[src/rtl/vga_color_fade.sv]
// Pixel colour stage: holds on four keyframe colours and fades linearly between them at frame rate.
// Optional macro VGA_FADE_PINGPONG_EN: keyframes bounce 0,1,2,3,2,1,0... instead of wrapping 3 -> 0.
//
// state | meaning
// HOLD  | showing KEY[key_idx]; counting HOLD_FRAMES frames
// FADE  | interpolating KEY[key_idx] -> KEY[next] over 2**FADE_LOG2 frames
module vga_color_fade #(
  parameter logic [23:0] KEY0        = 24'h37C897,
  parameter logic [23:0] KEY1        = 24'hFF8040,
  parameter logic [23:0] KEY2        = 24'h0040FF,
  parameter logic [23:0] KEY3        = 24'h000000,
  parameter int          HOLD_FRAMES = 60,
  parameter int          FADE_LOG2   = 6
) (
  input  logic       clk,
  input  logic       n_rst,
  input  logic       frame_end,
  input  logic       run,
  input  logic [9:0] hPix,
  input  logic [9:0] vPix,
  output logic [7:0] red,
  output logic [7:0] green,
  output logic [7:0] blue,
  output logic [1:0] key_idx,
  output logic       fading
);

  localparam int HW = $clog2(HOLD_FRAMES + 1);
  localparam int KW = FADE_LOG2 + 1;
  localparam int CW = (HW > KW) ? HW : KW;
  localparam int PW = 10 + FADE_LOG2;
  localparam logic [KW-1:0] FADE_DONE = {1'b1, {FADE_LOG2{1'b0}}};

  typedef enum logic {HOLD, FADE} state_t;

  state_t        state;
  logic [CW-1:0] cnt;
  logic [23:0]   cur;
  logic [1:0]    nxt;
  logic [KW-1:0] k;
  logic [23:0]   src;
  logic [23:0]   dst;
  logic [23:0]   mix;
  logic          blank;

  function automatic logic [23:0] key_color(input logic [1:0] i);
    case (i)
      2'd0:    return KEY0;
      2'd1:    return KEY1;
      2'd2:    return KEY2;
      default: return KEY3;
    endcase
  endfunction

  // Floor-shift of a signed product; the result always lands between s and d.
  function automatic logic [7:0] lerp(input logic [7:0] s, input logic [7:0] d,
                                      input logic [KW-1:0] kk);
    logic signed [8:0]    diff;
    logic signed [PW-1:0] prod;
    diff = $signed({1'b0, d}) - $signed({1'b0, s});
    prod = PW'(diff) * PW'($signed({1'b0, kk}));
    return s + 8'(prod >>> FADE_LOG2);
  endfunction

`ifdef VGA_FADE_PINGPONG_EN
  logic dir;
  assign nxt = dir ? key_idx - 2'd1 : key_idx + 2'd1;
`else
  assign nxt = key_idx + 2'd1;
`endif

  assign k     = KW'(cnt + CW'(1));
  assign src   = key_color(key_idx);
  assign dst   = key_color(nxt);
  assign mix   = {lerp(src[23:16], dst[23:16], k),
                  lerp(src[15:8],  dst[15:8],  k),
                  lerp(src[7:0],   dst[7:0],   k)};
  assign blank = (hPix == 10'h3FF) || (vPix == 10'h3FF);

  always_ff @(posedge clk or negedge n_rst) begin
    if (!n_rst) begin
      state   <= HOLD;
      cnt     <= '0;
      cur     <= KEY0;
      key_idx <= 2'd0;
      fading  <= 1'b0;
`ifdef VGA_FADE_PINGPONG_EN
      dir     <= 1'b0;
`endif
    end else if (frame_end && run) begin
      case (state)
        HOLD: begin
          cur <= src;
          if (cnt == CW'(HOLD_FRAMES - 1)) begin
            state  <= FADE;
            cnt    <= '0;
            fading <= 1'b1;
          end else begin
            cnt <= cnt + CW'(1);
          end
        end
        FADE: begin
          if (k == FADE_DONE) begin
            cur     <= dst;
            key_idx <= nxt;
            state   <= HOLD;
            cnt     <= '0;
            fading  <= 1'b0;
`ifdef VGA_FADE_PINGPONG_EN
            if (nxt == 2'd3)      dir <= 1'b1;
            else if (nxt == 2'd0) dir <= 1'b0;
`endif
          end else begin
            cur <= mix;
            cnt <= cnt + CW'(1);
          end
        end
        default: state <= HOLD;
      endcase
    end
  end

  // cur updates on the same edge, so a frame_end pixel still shows the old colour.
  always_ff @(posedge clk or negedge n_rst) begin
    if (!n_rst) begin
      red   <= 8'd0;
      green <= 8'd0;
      blue  <= 8'd0;
    end else if (blank) begin
      red   <= 8'd0;
      green <= 8'd0;
      blue  <= 8'd0;
    end else begin
      red   <= cur[23:16];
      green <= cur[15:8];
      blue  <= cur[7:0];
    end
  end

endmodule

[config.mk]
export PLATFORM = sky130hd
export DESIGN_NAME = vga_color_fade
export DESIGN_NICKNAME = d
export VERILOG_FILES = /design/src/rtl/vga_color_fade.sv
export SDC_FILE = /design/constraint.sdc
export NUM_CORES = 1
export LEC_CHECK = 0
export CAP_MARGIN = 20
export CORE_MARGIN = 2
export CORE_UTILIZATION = 48
export CTS_CLUSTER_SIZE = 30
export DETAILED_ROUTE_END_ITERATION = 8
export PLACE_DENSITY = 0.64
export RECOVER_POWER = 25
export SLEW_MARGIN = 10
export SYNTH_ARGS = -nofsm -noshare
export SYNTH_HDL_FRONTEND = slang
export SYNTH_SLANG_ARGS = --single-unit
[constraint.sdc]
create_clock -name clk -period 12.8 [get_ports clk]
set_input_delay 3.84 -clock clk [delete_from_list [all_inputs] [get_ports clk]]
set_output_delay 3.84 -clock clk [all_outputs]
set_load 0.01 [all_outputs]
# ---- Word level (Yosys, flattened, before mapping)
# Index checks and enable logic that the tools add are counted.
dict set report totals {
  regBits 59
  inputBits 24
  output_inout_bits 27
  wordCells 52
}
dict set report classes {
  addsub 8
  multipliers 3
  n_eq_ne 10
  mux 16
  n_bitwise 1
  n_reduce_logical 6
}
# cell count
set op_table {}
lappend op_table {{24-bit case mux with 3 select lines} 2}
lappend op_table {{24-bit case mux with 2 select lines} 1}
lappend op_table {{9-bit by 8-bit multiplier with 14-bit output} 3}
lappend op_table {{8-bit by 8-bit subtractor with 9-bit output} 3}
lappend op_table {{8-bit adder} 3}
lappend op_table {{24-bit two-way mux} 1}
lappend op_table {{8-bit two-way mux} 3}
lappend op_table {{10-bit equality test (second input constant)} 2}
lappend op_table {{7-bit two-way mux} 2}
lappend op_table {{7-bit case mux with 2 select lines} 1}
lappend op_table {{7-bit by 1-bit adder with 7-bit output (second input constant)} 1}
lappend op_table {{7-bit by 6-bit equality test with 1-bit output (second input constant)} 1}
lappend op_table {{7-bit equality test (second input constant)} 1}
lappend op_table {{3-bit AND reduction} 2}
lappend op_table {{2-bit by 1-bit equality test with 1-bit output (second input constant)} 2}
lappend op_table {{2-bit equality test (second input constant)} 2}
lappend op_table {{2-bit logical NOT} 2}
lappend op_table {{1-bit two-way mux} 4}
lappend op_table {{1-bit case mux with 2 select lines} 2}
lappend op_table {{2-bit by 1-bit adder with 2-bit output (second input constant)} 1}
lappend op_table {{2-bit by 1-bit inequality test with 1-bit output (second input constant)} 1}
lappend op_table {{2-bit inequality test (second input constant)} 1}
lappend op_table {{1-bit logical AND} 1}
lappend op_table {{1-bit logical OR} 1}
lappend op_table {{1-bit NOT} 1}

# ---- Depth between registers and ports, before layout
dict set report logic_depth {
  ltp_word 8
  mapped_depth 31
  mapped_depth_nobuf 31
}

# ---- Least setup slack after synthesis
# No wires, ideal clock.
dict set report synth_path {
  path_kind {register -> register}
  from {register key_idx[0]}
  to {register cur[7]}
  setup_ns 0.079
  arrival_time_ns 7.002
  required_ns 12.721
  path_slack_ns 5.719
  stages_incl_launch_ff 30
  path_buffers 1
  path_cell_list {dfrtp_1 > inv_1 > ha_1 > o21bai_1 > inv_1 > ha_1 > clkbuf_1 > a21boi_0 > xnor2_1 > nand2_1 > fa_1 > inv_1 > fa_1 > fa_1 > inv_1 > fa_1 > inv_1 > ha_1 > a21o_1 > nand2_1 > o21ai_1 > o21a_1 > nor2_1 > xnor2_1 > ha_1 > o21ai_0 > o21bai_1 > xor3_1 > xnor2_1 > o22ai_1}
}
dict set report synth_between {
  elab_chain_len 8
  elab_cells_between_ends 14
  cone_classes {add/sub: 3; mul: 1; eq/ne: 4; mux: 4; reduce/logical: 2}
}
# element line_no
set synth_lines {}
lappend synth_lines {{from (decl)} 24} ;# output logic [1:0] key_idx,
lappend synth_lines {{from (signal assigned)} 105} ;# key_idx <= nxt;
lappend synth_lines {{2-bit by 1-bit adder with 2-bit output *} 69} ;# assign nxt = key_idx + 2'd1;
lappend synth_lines {{via nxt[0]} 39} ;# logic [1:0] nxt;
lappend synth_lines {{2-bit equality test, or another cell as far along} 47} ;# case (i)
lappend synth_lines {{24-bit case mux with 3 select lines *} 47}
lappend synth_lines {{8-bit by 8-bit subtractor with 9-bit output} 60} ;# diff = $signed({1'b0, d}) - $signed({1'b0, s});
lappend synth_lines {{9-bit by 8-bit multiplier with 14-bit output} 61} ;# prod = PW'(diff) * PW'($signed({1'b0, kk}));
lappend synth_lines {{8-bit adder} 62} ;# return s + 8'(prod >>> FADE_LOG2);
lappend synth_lines {{24-bit two-way mux *} 103} ;# if (k == FADE_DONE) begin
lappend synth_lines {{24-bit case mux with 2 select lines *} 91} ;# case (state)
lappend synth_lines {{to (signal assigned)} 93} ;# cur <= src;
lappend synth_lines {{to (signal assigned)} 104} ;# cur <= dst;
lappend synth_lines {{to (signal assigned)} 114} ;# cur <= mix;
lappend synth_lines {{to (decl)} 38} ;# logic [23:0] cur;
# Mark *: on every way through the listed nets, which the timed path passes. The rest lies on a longest branch.
# A chain may end at the register's enable or synchronous reset.

# ---- Worst setup path after layout
# Ends and elaborated chain as after synthesis.

==> metrics.txt <==
top_reg_cell synth dfrtp_1; Layout Nets 1189; Mapped Area 8350 µm²; cts bufs inserted 9; Synth Register Bits 59; ANT cells 0; status complete, but fails checks; setup_tns 0 ns; area leader, netlist fa_1; CTS Sinks 59; max-capacitance violation count 1; Hold Path Cell Cnt 2; drt drc 0; I/O Pins 51; largest net degree at the start of global routing 60; Hold Crit Endpoint cur[20]; CP Class flop to flop; initial antenna violation count 0; min-delay src cur[20]; WP data arrival 8.15 ns; Yosys cell types 51; share of layout cells above drive strength 1 5.30%; Total GRT Usage 21.1%; ANT nets after route 0; Crit Reg-Reg Startpoint key_idx[0]; htree depth 3; Synth top cells by count 191 x inv_1, 110 x fa_1, 98 x ha_1; Achievable Freq 126 MHz; vias in the first global route 6018; Worst R2R Path Depth 27; Post-CTS Hold Fix Bufs 0; Worst Clk Skew 0.00431 ns; CP max FO 17; count leader, synth inv_1; Clock Latency Late Sink 0.32 ns; synthesized area per cell 9.13 µm²; hold crit path type flop to flop; Post-DP HPWL 15100 µm; Cells after Synth 914; largest cells by area after synthesis fa_1 26%, ha_1 15%, dfrtp_1 14%; number of flops mapped to enable cells by yosys 0; Max Slew Vio Count 60; vias per inst 5.04; Period minus WS final 7.93 ns; RSZ-0062 raised after global routing false; Seq/Total Area, Yosys 17.9%; Synth Warn # 0; standard-cell rows 48; TritonRoute pass-1 iters 5; crit share post-route 61.9%; top cell type's share of synthesized area 26.4%; DR WL/cell 15.4 µm; Buffers on Ports 50; Relative slew margins -103%; setup bufs post-CTS 0; Bufs on Longest Clock Path 2; CTS clk-pin slew, worst paths 0.05 ns; Final Wtd Congestion 0.888; r2r endpoint cur[7]; post-CTS sizing 0; R2R Setup Slk 4.87 ns; area delta synth->final 12.8%; WL final 18200 µm; vias 5979; Clock Tree Root clkbuf_16; first-pass GRT wire length 30300 µm; GR Overflow Total 0; final hold viol count 0; syn_nets 1146; number of DRC markers in iteration 0 388; CP Capture Type flop; failing checks capacitance limit, slew limit; FFs w/ async S/R, synth 100%; DIE AREA 18500 µm²; Die X 136 µm; initial core utilization 48.6%; Final Setup Violations 0; chip height 136 µm; CTS tree built; Slew @ Worst Pin 3.04 ns; CP required 13.02 ns; core area 17200 µm²; Worst setup SP type flop
==> cell families (layout without fill, tap and decap cells) <==
logic type	count (synthesis)	count (layout)	share of synthesized area, %
and+or+nand+nor	227	227	12.6
buffers and inverters	217	265	9.88
xor gates and xnor gates	79	79	9.13
AOI/OAI and AO/OA	122	122	9.20
muxes	2	2	0.240
DFF	59	59	17.9
adders and majority gates	208	208	41.1
==> cell type report <==
cell class	count	area, µm²
Fill cell	1586	7760
Multi-Input combinational cell	638	6030
Sequential cell	59	1490
Inverter	191	717
Timing Repair Buffer	58	552
Tap cell	225	282
Clock buffer	11	243
Clock inverter	5	100
==> layer usage <==
layer  up-vias  wire length (µm)  global-route usage, %
met1      2842              8050                   29.3
li1       2920                 -                      -
met5         -                 0                      0
met2       193              8570                   34.8
met4         0               250                   4.28
met3        24              1360                   3.69
==> critical path: stages (launching register included) <==
cell and delay, ns:
dfrtp_1 0.58, inv_1 0.28, ha_1 0.49, o21bai_1 0.39, inv_1 0.28, ha_1 0.51
o31ai_1 0.56, nor2_1 0.11, fa_1 0.42, fa_1 0.50, fa_1 0.50, inv_1 0.06
fa_1 0.52, inv_1 0.04, ha_1 0.32, a21o_1 0.18, a31oi_1 0.26, nor2b_1 0.10
o21ai_0 0.15, a21oi_1 0.09, ha_1 0.31, nand2_1 0.06, o211ai_1 0.23, nor2_1 0.06
o21bai_1 0.12, xor3_1 0.43, xnor2_1 0.18, o22ai_1 0.09
==> per-stage QoR <==
stage / instance area [µm²] / util, % / hold slack (ns) / setup slack [ns] / std cells
6_report: 9420 / 54.8 / 0.472 / 4.87 / 1187
3_3_place_gp: 9080 / 52.8 / 0.457 / 5.23 / 1171
4_1_cts: 9420 / 54.8 / 0.476 / 4.92 / 1187
5_1_grt: 9420 / 54.8 / 0.493 / 4.35 / 1187
3_5_place_dp: 9080 / 52.8 / 0.462 / 4.95 / 1171
2_1_floorplan: 8350 / - / 0.441 / 5.72 / 914
==> registers in the layout, indices dropped and copies added (netlist names) <==
name     flops
green        8
red          8
cnt          7
cur         24
state        1
key_idx      2
fading       1
blue         8
==> cells in the final DEF (no fill, tap or decap), types with 2 or more instances in the layout <==
cell,count
clkbuf_1,2
fa_1,110
o21bai_1,7
nand4_1,6
nor3_1,6
o21ai_1,2
or2_2,4
clkinv_2,2
dfrtp_1,46
xnor2_1,57
a31oi_1,5
and2_1,35
nor2b_1,5
clkbuf_16,9
ha_1,98
xor3_1,2
nor2_2,3
a21o_1,15
nand2_1,59
inv_1,191
a21oi_1,30
mux2i_1,2
o21ai_0,33
dfstp_2,13
bufinv_16,3
xor2_1,17
buf_4,7
a22o_1,3
nand3_1,10
o31ai_1,7
nor2_1,86
o22ai_1,7
nand2b_1,8
clkdlybuf4s50_1,49
a22oi_1,2
==> worst max path at each step <==
stage	start	endpoint	slack [ns]	cells past startpoint
finish	key_idx[0]	cur[7]	4.87	27
global route	key_idx[0]	cur[7]	4.35	27
CTS	key_idx[0]	cur[7]	4.92	27
detailed placement	key_idx[0]	cur[7]	4.95	27
global placement	key_idx[0]	cur[7]	5.23	28
floorplan	key_idx[0]	cur[7]	5.72	29
Power is left out: the tool's default activity adds up to more than one toggle a clock period on the data nets, which glitch-free logic cannot reach.
